**src/rtl/instr_assembler_pkg.sv**
```systemverilog
// Shared encodings for the instruction assembler: commands, addressing modes
// and the queued bundle format.
package instr_assembler_pkg;

    localparam int CW = 6;
    localparam int AW = 4;

    // Order matters: groups are indexed by opcode[7:5] from their first member.
    typedef enum logic [CW-1:0] {
        C_NOP, C_ORA, C_AND, C_EOR, C_ADC, C_STA, C_LDA, C_CMP, C_SBC,
        C_ASL, C_ROL, C_LSR, C_ROR, C_STX, C_LDX, C_DEC, C_INC,
        C_BPL, C_BMI, C_BVC, C_BVS, C_BCC, C_BCS, C_BNE, C_BEQ,
        C_BRK, C_JSR, C_RTI, C_RTS, C_BIT, C_JMP, C_STY, C_LDY, C_CPY, C_CPX,
        C_PHP, C_PLP, C_PHA, C_PLA, C_DEY, C_TAY, C_INY, C_INX,
        C_CLC, C_SEC, C_CLI, C_SEI, C_TYA, C_CLV, C_CLD, C_SED,
        C_TXA, C_TAX, C_DEX, C_TXS, C_TSX
    } cmd_e;

    typedef enum logic [AW-1:0] {
        A_IMPL, A_ACC, A_IMM, A_ZPG, A_ZPGX, A_ZPGY, A_XIND, A_INDY,
        A_REL, A_ABS, A_ABSX, A_ABSY, A_IND
    } addr_e;

    localparam cmd_e  CMD_NOP   = C_NOP;
    localparam addr_e ADDR_IMPL = A_IMPL;

    typedef struct packed {
        logic [7:0] opcode;
        cmd_e       cmd;
        addr_e      addr;
        logic [7:0] op_lo;
        logic [7:0] op_hi;
        logic [1:0] len;
        logic       illegal;
    } bundle_t;

    function automatic logic [1:0] addr_opcnt(input addr_e a);
        case (a)
            A_IMPL, A_ACC:                  return 2'd0;
            A_ABS, A_ABSX, A_ABSY, A_IND:   return 2'd2;
            default:                        return 2'd1;
        endcase
    endfunction

endpackage

```
**src/rtl/instr_assembler_op_class_decode.sv**
```systemverilog
// Combinational opcode classifier: command, addressing mode, operand count and
// illegal-opcode trap, following the aaa/bbb/cc opcode field layout.
module op_class_decode
    import instr_assembler_pkg::*;
#(
    parameter int ILLEGAL_TRAP = 1
) (
    input  logic [7:0]    opcode_i,
    output logic [CW-1:0] cmd_o,
    output logic [AW-1:0] addr_o,
    output logic [1:0]    opcnt_o,
    output logic          illegal_o
);
    logic [2:0] aaa, bbb;
    logic [1:0] cc;
    cmd_e       cmd;
    addr_e      addr;
    logic       illegal;

    always_comb begin
        aaa     = opcode_i[7:5];
        bbb     = opcode_i[4:2];
        cc      = opcode_i[1:0];
        cmd     = CMD_NOP;
        addr    = ADDR_IMPL;
        illegal = 1'b0;
        if (cc == 2'b11) begin
            if (ILLEGAL_TRAP != 0) illegal = 1'b1;
            else                   cc = 2'b10;
        end
        if (!illegal) begin
            case (cc)
                2'b01: begin
                    cmd = cmd_e'(CW'(C_ORA) + CW'(aaa));
                    case (bbb)
                        3'd0: addr = A_XIND;
                        3'd1: addr = A_ZPG;
                        3'd2: addr = A_IMM;
                        3'd3: addr = A_ABS;
                        3'd4: addr = A_INDY;
                        3'd5: addr = A_ZPGX;
                        3'd6: addr = A_ABSY;
                        default: addr = A_ABSX;
                    endcase
                end
                2'b10: begin
                    cmd = cmd_e'(CW'(C_ASL) + CW'(aaa));
                    case (bbb)
                        // Group-2 immediate slot is only legal for LDX.
                        3'd0: begin addr = A_IMM; cmd = C_LDX; end
                        3'd1: addr = A_ZPG;
                        3'd2: begin
                            if (!aaa[2])       addr = A_ACC;
                            else if (aaa == 3'd7) cmd = C_NOP;
                            else               cmd = cmd_e'(CW'(C_TXA) + CW'(aaa[1:0]));
                        end
                        3'd3: addr = A_ABS;
                        3'd5: addr = (aaa == 3'd4 || aaa == 3'd5) ? A_ZPGY : A_ZPGX;
                        3'd6: cmd = (aaa == 3'd4) ? C_TXS : (aaa == 3'd5) ? C_TSX : C_NOP;
                        3'd7: addr = (aaa == 3'd5) ? A_ABSY : A_ABSX;
                        default: cmd = C_NOP;
                    endcase
                end
                default: begin
                    case (bbb)
                        3'd0: begin
                            case (aaa)
                                3'd0: cmd = C_BRK;
                                3'd1: begin cmd = C_JSR; addr = A_ABS; end
                                3'd2: cmd = C_RTI;
                                3'd3: cmd = C_RTS;
                                3'd4: addr = A_IMM;
                                3'd5: begin cmd = C_LDY; addr = A_IMM; end
                                3'd6: begin cmd = C_CPY; addr = A_IMM; end
                                default: begin cmd = C_CPX; addr = A_IMM; end
                            endcase
                        end
                        3'd2: cmd = cmd_e'(CW'(C_PHP) + CW'(aaa));
                        3'd4: begin cmd = cmd_e'(CW'(C_BPL) + CW'(aaa)); addr = A_REL; end
                        3'd6: cmd = cmd_e'(CW'(C_CLC) + CW'(aaa));
                        default: begin
                            case (aaa)
                                3'd0: cmd = C_NOP;
                                3'd1: cmd = C_BIT;
                                3'd2, 3'd3: cmd = C_JMP;
                                3'd4: cmd = C_STY;
                                3'd5: cmd = C_LDY;
                                3'd6: cmd = C_CPY;
                                default: cmd = C_CPX;
                            endcase
                            case (bbb)
                                3'd1: addr = A_ZPG;
                                3'd3: addr = (aaa == 3'd3) ? A_IND : A_ABS;
                                3'd5: addr = A_ZPGX;
                                default: addr = A_ABSX;
                            endcase
                        end
                    endcase
                end
            endcase
        end
        cmd_o     = cmd;
        addr_o    = addr;
        illegal_o = illegal;
        opcnt_o   = (opcode_i == 8'h20) ? 2'd2 : addr_opcnt(addr);
    end

endmodule

```
**src/rtl/instr_assembler.sv**
```systemverilog
// Collects opcode/operand bytes into instruction bundles and queues them for a
// downstream consumer with valid/ready handshakes on both sides.
module instr_assembler
    import instr_assembler_pkg::*;
#(
    parameter int FIFO_DEPTH   = 2,
    parameter int CMD_W        = 6,
    parameter int ADDR_W       = 4,
    parameter int ILLEGAL_TRAP = 1
) (
    input  logic              clk,
    input  logic              rst,
    input  logic              flush,
    input  logic              in_valid,
    input  logic [7:0]        in_byte,
    output logic              in_ready,
    output logic              out_valid,
    input  logic              out_ready,
    output logic [7:0]        out_opcode,
    output logic [CMD_W-1:0]  out_cmd,
    output logic [ADDR_W-1:0] out_addr,
    output logic [7:0]        out_op_lo,
    output logic [7:0]        out_op_hi,
    output logic [1:0]        out_len,
    output logic              out_illegal
);
    localparam int PTR_W = (FIFO_DEPTH > 1) ? $clog2(FIFO_DEPTH) : 1;
    localparam int CNT_W = $clog2(FIFO_DEPTH + 1);

    typedef enum logic [1:0] {S_OPC, S_LO, S_HI} state_e;

    state_e              state_q, state_d;
    logic [7:0]          opc_q, opc_d, lo_q, lo_d, hi_q, hi_d;
    logic [PTR_W-1:0]    wptr_q, rptr_q;
    logic [CNT_W-1:0]    cnt_q;
    bundle_t             mem_q [FIFO_DEPTH];
    bundle_t             push_b, head;
    logic                full, accept, push, pop;
    logic [CW-1:0]       dec_cmd;
    logic [AW-1:0]       dec_addr;
    logic [1:0]          dec_cnt;
    logic                dec_ill;

    assign full      = (cnt_q == CNT_W'(FIFO_DEPTH));
    assign in_ready  = !full && !flush && !rst;
    assign accept    = in_valid && in_ready;
    assign out_valid = (cnt_q != '0);
    assign pop       = out_valid && out_ready && !flush;

    // Later operand bytes re-decode the held opcode.
    op_class_decode #(.ILLEGAL_TRAP(ILLEGAL_TRAP)) u_dec (
        .opcode_i  ((state_q == S_OPC) ? in_byte : opc_q),
        .cmd_o     (dec_cmd),
        .addr_o    (dec_addr),
        .opcnt_o   (dec_cnt),
        .illegal_o (dec_ill)
    );

    always_comb begin
        state_d = state_q;
        opc_d   = opc_q;
        lo_d    = lo_q;
        hi_d    = hi_q;
        push    = 1'b0;
        if (accept) begin
            case (state_q)
                S_OPC: begin
                    opc_d = in_byte;
                    lo_d  = 8'h00;
                    hi_d  = 8'h00;
                    if (dec_cnt == 2'd0) push = 1'b1;
                    else                 state_d = S_LO;
                end
                S_LO: begin
                    lo_d = in_byte;
                    if (dec_cnt == 2'd1) begin
                        push    = 1'b1;
                        state_d = S_OPC;
                    end else begin
                        state_d = S_HI;
                    end
                end
                default: begin
                    hi_d    = in_byte;
                    push    = 1'b1;
                    state_d = S_OPC;
                end
            endcase
        end
        push_b = '{opcode: opc_d, cmd: cmd_e'(dec_cmd), addr: addr_e'(dec_addr),
                   op_lo: lo_d, op_hi: hi_d, len: dec_cnt + 2'd1, illegal: dec_ill};
    end

    always_ff @(posedge clk) begin
        if (rst || flush) begin
            state_q <= S_OPC;
            opc_q   <= '0;
            lo_q    <= '0;
            hi_q    <= '0;
            wptr_q  <= '0;
            rptr_q  <= '0;
            cnt_q   <= '0;
        end else begin
            state_q <= state_d;
            opc_q   <= opc_d;
            lo_q    <= lo_d;
            hi_q    <= hi_d;
            if (push) begin
                mem_q[wptr_q] <= push_b;
                wptr_q <= (wptr_q == PTR_W'(FIFO_DEPTH - 1)) ? '0 : wptr_q + PTR_W'(1);
            end
            if (pop)
                rptr_q <= (rptr_q == PTR_W'(FIFO_DEPTH - 1)) ? '0 : rptr_q + PTR_W'(1);
            case ({push, pop})
                2'b10:   cnt_q <= cnt_q + CNT_W'(1);
                2'b01:   cnt_q <= cnt_q - CNT_W'(1);
                default: cnt_q <= cnt_q;
            endcase
        end
    end

    // Empty queue presents an all-zero bundle.
    assign head        = out_valid ? mem_q[rptr_q] : '0;
    assign out_opcode  = head.opcode;
    assign out_cmd     = CMD_W'(head.cmd);
    assign out_addr    = ADDR_W'(head.addr);
    assign out_op_lo   = head.op_lo;
    assign out_op_hi   = head.op_hi;
    assign out_len     = head.len;
    assign out_illegal = head.illegal;

endmodule

```
**config.mk**
```make
export PLATFORM = sky130hd
export DESIGN_NAME = instr_assembler
export DESIGN_NICKNAME = d
export VERILOG_FILES = /design/src/rtl/instr_assembler_pkg.sv /design/src/rtl/instr_assembler_op_class_decode.sv /design/src/rtl/instr_assembler.sv
export SDC_FILE = /design/constraint.sdc
export NUM_CORES = 1
export LEC_CHECK = 0
export CORE_MARGIN = 2
export CORE_UTILIZATION = 57
export CTS_CLUSTER_SIZE = 10
export DETAILED_ROUTE_END_ITERATION = 10
export PLACE_DENSITY_LB_ADDON = 0.08
export SYNTH_ARGS = -nofsm -noshare
export SYNTH_HDL_FRONTEND = slang
export SYNTH_SLANG_ARGS = --single-unit
```
**constraint.sdc**
```tcl
create_clock -name clk -period 7.8 [get_ports clk]
set_input_delay 2.34 -clock clk [delete_from_list [all_inputs] [get_ports clk]]
set_output_delay 2.34 -clock clk [all_outputs]
set_load 0.03 [all_outputs]
```
==> results.md, run 1 <==
* Hold WS at about 0.53 ns
* Switching part of the total at 0.278
* Seq cells post-synth at 105
* Dpl hpwl at 9080 um
* Largest family of logic cells by synthesized area: simple AND/OR/NAND/NOR gates
* DRC at 0
* RSZ-0062 raised after global routing: false
* Seq/Total Area, Yosys at 0.528
* Simple-gate share of the synthesized area at 0.168
* Endpoint type of the worst setup path: register
* Hold buffers post-CTS at 0
* Clock transition at path regs at 0.11 ns
* Leakage power at 2.07 nW
* Internal at 786 uW
* # resized after CTS at 0
* Crit Path Category: in -> reg
* FP Rows at 35
* Vias per cell at 6.21
* CTS tree: built
* Post-CTS Setup Inserts at 0
* Max-slew violations at 0
* Syn nets at 544
* Post-route ant nets at 0
* Tcrit/Tclk final at 0.857
* Post-synth top area share at 0.412
* P&R area growth vs syn at 14.9%
* Min cycle time layout at about 6.7 ns
* Synth Cell Area at 5390 um^2
* Avg WL per Cell at 19.7 um
* Number of CTS-inserted buffers at 9
* Detailed Routing Iterations Pass 1 at 5
* FILL cells at 713
* Main synth FF type: edfxtp_1
* Clock Latency Late Sink at between 0.3 and 0.4 ns
* Share of layout cells above drive strength 1 at 0.0753
* CTS max path bufs at 2
* Grt total ovfl at 0
* First-pass GRT wire length at between 20000 and 25000 um
* Number of top-level pins at 52
* H-tree Lvls at 3
* Worst Path Arrival at 6.69 ns
* Core Region at roughly 9200 um^2
* Adder-Cell Fraction of Synth Area at 0.0432
* 1st-iter DRT viols at 325
* Starting Density at 0.586
* DIE HEIGHT at 101 um
* F_max at around 150 MHz
* Cells after synthesis at 513
* Complex-gate fraction of the synthesized area at 0.118
* Gate power share at 0.143
* CTS Sinks at 105
* YS warnings at 0
* Synth area leaders: edfxtp_1 (41%), dfxtp_1 (12%), mux2i_1 (8.2%)
* Min-Delay Path Class: reg -> reg
* Clk_skew at 0.0218 ns
* Layout Nets at 584
* VDD IR max at 95.1 uV
* CP startpoint kind: input port
* Slew headroom at 0.304
* Req. time, crit path at 7.80 ns
* Vias after detailed routing at around 4200
* Placer Congestion at a little over 1
* Pwr dens at 176 nW/um^2
* Largest net degree at the start of global routing at 38
* Ant diodes at 0
* Async S/R FF share, synth at 0
* Outcome: finished clean
* # setup viols final at 0
* Post-synth EDFFs at 74
* Setup TNS Final at 0 ns
* Die Width at between 100 and 150 um
* Port buffer count at between 50 and 60
* Reg power frac at 0.562
* Clk root buf: clkbuf_8
* Mux share of post-synthesis cell area at 0.0864
* Maximum fanout along the worst path at 37
* Clock share of power at 0.295
* Cell taking the most area after synthesis: edfxtp_1
* Fin. Hold Viols at 0
* Yosys cell types at between 60 and 70
* Vias in the first global route at 3870
* Synth Area in XOR/XNOR at 0.0146
* Max_cap viols at 0
* Antenna violations before repair at 0
* GRT Overall Usage at 0.267
* Die ar. at 10200 um^2
* Final wirelength at 13200 um
* Sw Pwr at just over 300 uW
* Syn avg cell area at 10.5 um^2
* Slew @ Worst Pin at 1.04 ns
-- Yosys cell counts, types with 5 or more instances --
cell type,n
nor2_1,67
buf_1,8
nor2b_1,26
inv_1,21
nand3_1,19
a32o_1,8
nor3_1,9
a21oi_1,24
buf_2,7
xor2_1,5
o21ai_0,20
ha_1,17
a31oi_1,7
dfxtp_1,31
mux2i_1,44
clkbuf_1,18
edfxtp_1,74
nand2_1,34
-- sequential cells by signal, indices dropped and copies added, names as in the netlist, named ones only --
register	count
hi_q	8
state_q	2
mem_q	74
wptr_q	1
rptr_q	1
lo_q	8
cnt_q	2
opc_q	8
-- area by class of cell --
type	instances	area, um^2	area share
Clock buffer	10	128	0.0206
Clock inverter	6	58.8	0.00950
Inverter	22	82.6	0.0133
Multi-Input combinational cell	352	2340	0.377
Sequential cell	105	2840	0.460
Tap cell	111	139	0.0224
Timing Repair Buffer	63	601	0.0970
-- cell families (layout without fill, tap and decap cells) --
group           Yosys count  in the layout
flops                   105            105
buf+inv                  56            101
fa+ha+maj                18             18
xor+xnor                  9              9
compound gates           94             94
simple gates            185            185
mux                      46             46
-- worst paths after layout --
path / from / endpoint / slack [ns] / cells past startpoint
max: in_byte[7] / mem_q[0][32] / 1.12 / 16
max reg2reg: state_q[0] / mem_q[0][32] / 2.49 / 17
min reg2reg: cnt_q[1] / cnt_q[1] / 0.53 / 2
min: cnt_q[1] / cnt_q[1] / 0.53 / 2
-- through the flow --
stage	power, mW	cell area (um^2)	utilization	std cells	worst slack (ns)
after floorplan	0.725	5390	-	513	0.764
after global placement	0.777	6000	0.653	653	0.894
after detailed placement	0.777	6000	0.653	653	0.771
after CTS	1.09	6190	0.673	669	1.16
after global routing	1.13	6190	0.673	669	0.836
final	1.09	6190	0.673	669	1.12
-- per-layer routing --
layer	up-vias	global-route usage	routed length (um)
li1	1943	-	-
met1	2011	0.387	5920
met2	178	0.408	6070
met3	19	0.0504	965
met4	2	0.0780	173
met5	-	0.0481	65
-- power groups by stage --
stage          sequential (mW)  clock (mW)  combinational (mW)
2_1_floorplan            0.624           0               0.101
3_3_place_gp             0.624           0               0.152
3_5_place_dp             0.625           0               0.152
4_1_cts                  0.612       0.324               0.153
5_1_grt                  0.613       0.347               0.169
6_report                 0.612       0.321               0.155
-- worst max-delay path, cell delays in order --
cell	delay, ns
clkdlybuf4s50_1	0.59
or3b_1	0.42
nand2_1	0.31
inv_1	0.32
ha_1	0.35
a221oi_1	0.29
o31ai_1	0.19
or3b_1	0.44
a21oi_1	0.24
ha_1	0.21
inv_1	0.05
a21oi_1	0.12
o21ai_0	0.08
buf_4	0.18
nor2_4	0.07
buf_4	0.43
-- layout by cell type (no fill, tap or decap), types with 3 or more instances in the layout --
| cell | instances |
|---|---|
| a211oi_1 | 4 |
| a21oi_1 | 24 |
| a31o_2 | 3 |
| a31oi_1 | 7 |
| a32o_1 | 8 |
| buf_4 | 12 |
| clkbuf_8 | 9 |
| clkdlybuf4s50_1 | 51 |
| dfxtp_1 | 30 |
| edfxtp_1 | 74 |
| ha_1 | 17 |
| inv_1 | 21 |
| inv_6 | 3 |
| mux2i_1 | 44 |
| nand2_1 | 34 |
| nand2b_1 | 3 |
| nand3_1 | 19 |
| nand4_1 | 3 |
| nor2_1 | 64 |
| nor2b_1 | 26 |
| nor3_1 | 9 |
| nor3b_1 | 4 |
| nor4b_1 | 3 |
| o211ai_1 | 4 |
| o21ai_0 | 20 |
| o22ai_1 | 3 |
| or3_1 | 3 |
| xnor2_1 | 4 |
| xor2_1 | 5 |
Note: power is estimated with default switching activity, not from simulation.
==> run 2, diff against run 1 <==
--- a/config.mk
+++ b/config.mk
@@ -10,6 +10,9 @@
 export CTS_CLUSTER_SIZE = 10
 export DETAILED_ROUTE_END_ITERATION = 10
 export PLACE_DENSITY_LB_ADDON = 0.08
+export REMOVE_ABC_BUFFERS = 1
+export SKIP_CTS_REPAIR_TIMING = 1
+export SKIP_LAST_GASP = 1
 export SYNTH_ARGS = -nofsm -noshare
 export SYNTH_HDL_FRONTEND = slang
 export SYNTH_SLANG_ARGS = --single-unit
==> run 2 against run 1 <==
Compared with the run above: final cell count rose by 0.15%; highest routed layer is now met4; wire length rose by 0.23%; first-iteration DRC count rose by 14%; sequential cell count did not move; sequential power barely moved.
==> results.md, run 2 (synthesis gave the netlist of run 1 again) <==
* Hold Path Depth at 2 (unchanged)
* Worst reg2reg path endpoint: mem_q[1][2] (was mem_q[0][32])
* Crit Path Category: in -> reg (unchanged)
* Leakage power at 2.08 nW (was 2.07 nW)
* Clock Latency Late Sink at 0.38 ns (was 0.37 ns)
* Min cycle time layout at 6.80 ns (was 6.68 ns)
* Number of top-level pins at 52 (unchanged)
* H-tree Lvls at 3 (unchanged)
* Vias in the first global route at 3894 (was 3870)
* DIE HEIGHT at 101 um (unchanged)
* Reg2reg start: state_q[1] (was state_q[0])
* First-pass GRT wire length at 20300 um (was 20800 um)
* Detailed Routing Iterations Pass 1 at 5 (unchanged)
* Ant diodes at 0 (unchanged)
* Slew headroom at 0.316 (was 0.304)
* Vias per cell at 6.12 (was 6.21)
* Core Region at 9200 um^2 (unchanged)
* # setup viols final at 0 (unchanged)
* Placed insts at 654 (was 653)
* Worst Reg-to-Reg Cells at 17 (unchanged)
* Maximum fanout along the worst path at 24 (was 37)
* Req. time, crit path at 7.88 ns (was 7.80 ns)
* Clk root buf: clkbuf_8 (unchanged)
* Die Width at 101 um (unchanged)
* Worst Path Arrival at 6.88 ns (was 6.69 ns)
* Clk_skew at 0.0136 ns (was 0.0218 ns)
* CP startpoint kind: input port (unchanged)
* Max-slew violations at 0 (unchanged)
* Grt total ovfl at 0 (unchanged)
* Avg WL per Cell at 19.7 um (about the same)
* Slew @ Worst Pin at 1.02 ns (was 1.04 ns)
* VDD IR max at 115 uV (was 95.1 uV)
* Min-Delay Path Class: reg -> reg (unchanged)
* F_max at 147 MHz (was 150 MHz)
* Layout Nets at 585 (was 584)
* Internal reg-to-reg setup slack at 2.38 ns (was 2.49 ns)
* Port buffer count at 51 (unchanged)
* DP Worst Slack at 0.654 ns (was 0.771 ns)
* Placer Congestion at 0.967 (was 1.02)
* Most common cell after layout, fill and taps aside: edfxtp_1 (unchanged)
* Max_cap viols at 0 (unchanged)
* FP Rows at 35 (unchanged)
* Dpl hpwl at 9230 um (was 9080 um)
* Largest net degree at the start of global routing at 38 (unchanged)
* DRC at 0 (unchanged)
* Final Non-Filler Cells at 670 (was 669)
* Starting Density at 0.586 (unchanged)
* GRT Overall Usage at 0.262 (was 0.267)
* Die ar. at 10200 um^2 (unchanged)
* Tcrit/Tclk final at 0.872 (was 0.857)
* Post-route ant nets at 0 (unchanged)
* CTS max path bufs at 2 (unchanged)
* Setup TNS Final at 0 ns (unchanged)
* Final wirelength at 13200 um (about the same)
* Clock transition at path regs at 0.10 ns (was 0.11 ns)
* CTS tree: built (unchanged)
* Final WS setup at 0.998 ns (was 1.12 ns)
* Share of layout cells above drive strength 1 at 0.0769 (was 0.0753)
* Register area at 2840 um^2 (unchanged)
* Fin. Hold Viols at 0 (unchanged)
* FILL cells at 750 (was 713)
* Area taken by multi-input logic gates at 2340 um^2 (unchanged)
* RSZ-0062 raised after global routing: false (unchanged)
* Top reg by flops: mem_q (unchanged)
* Endpoint type of the worst setup path: register (unchanged)
* Worst Setup SP: in_byte[7] (unchanged)
* Antenna violations before repair at 0 (unchanged)
* Pwr dens at 176 nW/um^2 (about the same)
* Vias after detailed routing at 4101 (was 4153)
* Number of CTS-inserted buffers at 9 (unchanged)
* Hold path start: rptr_q (was cnt_q[1])
* Outcome: finished clean (unchanged)
* P&R area growth vs syn at 15.4% (was 14.9%)
* 1st-iter DRT viols at 371 (was 325)
* Most frequent cells in the layout: edfxtp_1 (74), nor2_1 (64), clkdlybuf4s50_1 (51) (unchanged)
* CTS Sinks at 105 (unchanged)
* Max reg flops at 74 (unchanged)
==> run 2: cell types whose count changed in the layout (fill, tap and decap cells not counted), sizes merged <==
| cell | previous run | this run |
|---|---|---|
| buf | 12 | 13 |
==> run 2: cell type report <==
class | instances | area share
Sequential cell | 105 | 0.457
Multi-Input combinational cell | 352 | 0.376
Inverter | 22 | 0.0133
Tap cell | 111 | 0.0223
Clock inverter | 6 | 0.00925
Timing Repair Buffer | 64 | 0.102
Clock buffer | 10 | 0.0205
==> run 2: how the worst max path moves through the flow <==
stage	to	cells after the start	slack, ns
detailed placement	mem_q[1][32]	16	0.65
global route	mem_q[1][2]	16	0.68
finish	mem_q[1][2]	16	1.0
global placement	mem_q[1][22]	16	0.75
CTS	mem_q[0][1]	16	1.05
floorplan	mem_q[0][0]	13	0.78
==> run 2: power breakdown <==
part	switching, mW	internal, mW	leakage [nW]
combinational	0.102	0.0556	1.08
clock	0.202	0.123	0.0920
sequential	0.00350	0.608	0.907
==> run 2: stage by stage <==
stage                util  cell area, um^2  total power [mW]  hold WS, ns
finish              0.676             6220              1.09        0.521
global route        0.676             6220              1.13        0.547
CTS                 0.676             6220              1.10        0.526
detailed placement  0.656             6030             0.779        0.503
global placement    0.656             6030             0.777        0.490
floorplan               -             5240             0.720        0.467
==> run 2: layer usage <==
layer,wire length (um),global-route usage
met5,0,0
met4,324,0.102
met3,639,0.0290
met2,6490,0.429
met1,5770,0.359
==> run 2: critical path: stages <==
cell and delay (ns):
clkdlybuf4s50_1 0.60, or3b_1 0.42, nand2_1 0.32, inv_1 0.32, ha_1 0.34, a221oi_1 0.28
o31ai_1 0.17, or3b_1 0.43, a21oi_1 0.24, ha_1 0.21, inv_1 0.04, a21oi_1 0.20
o21ai_0 0.13, buf_4 0.20, nor2_4 0.37, buf_12 0.24
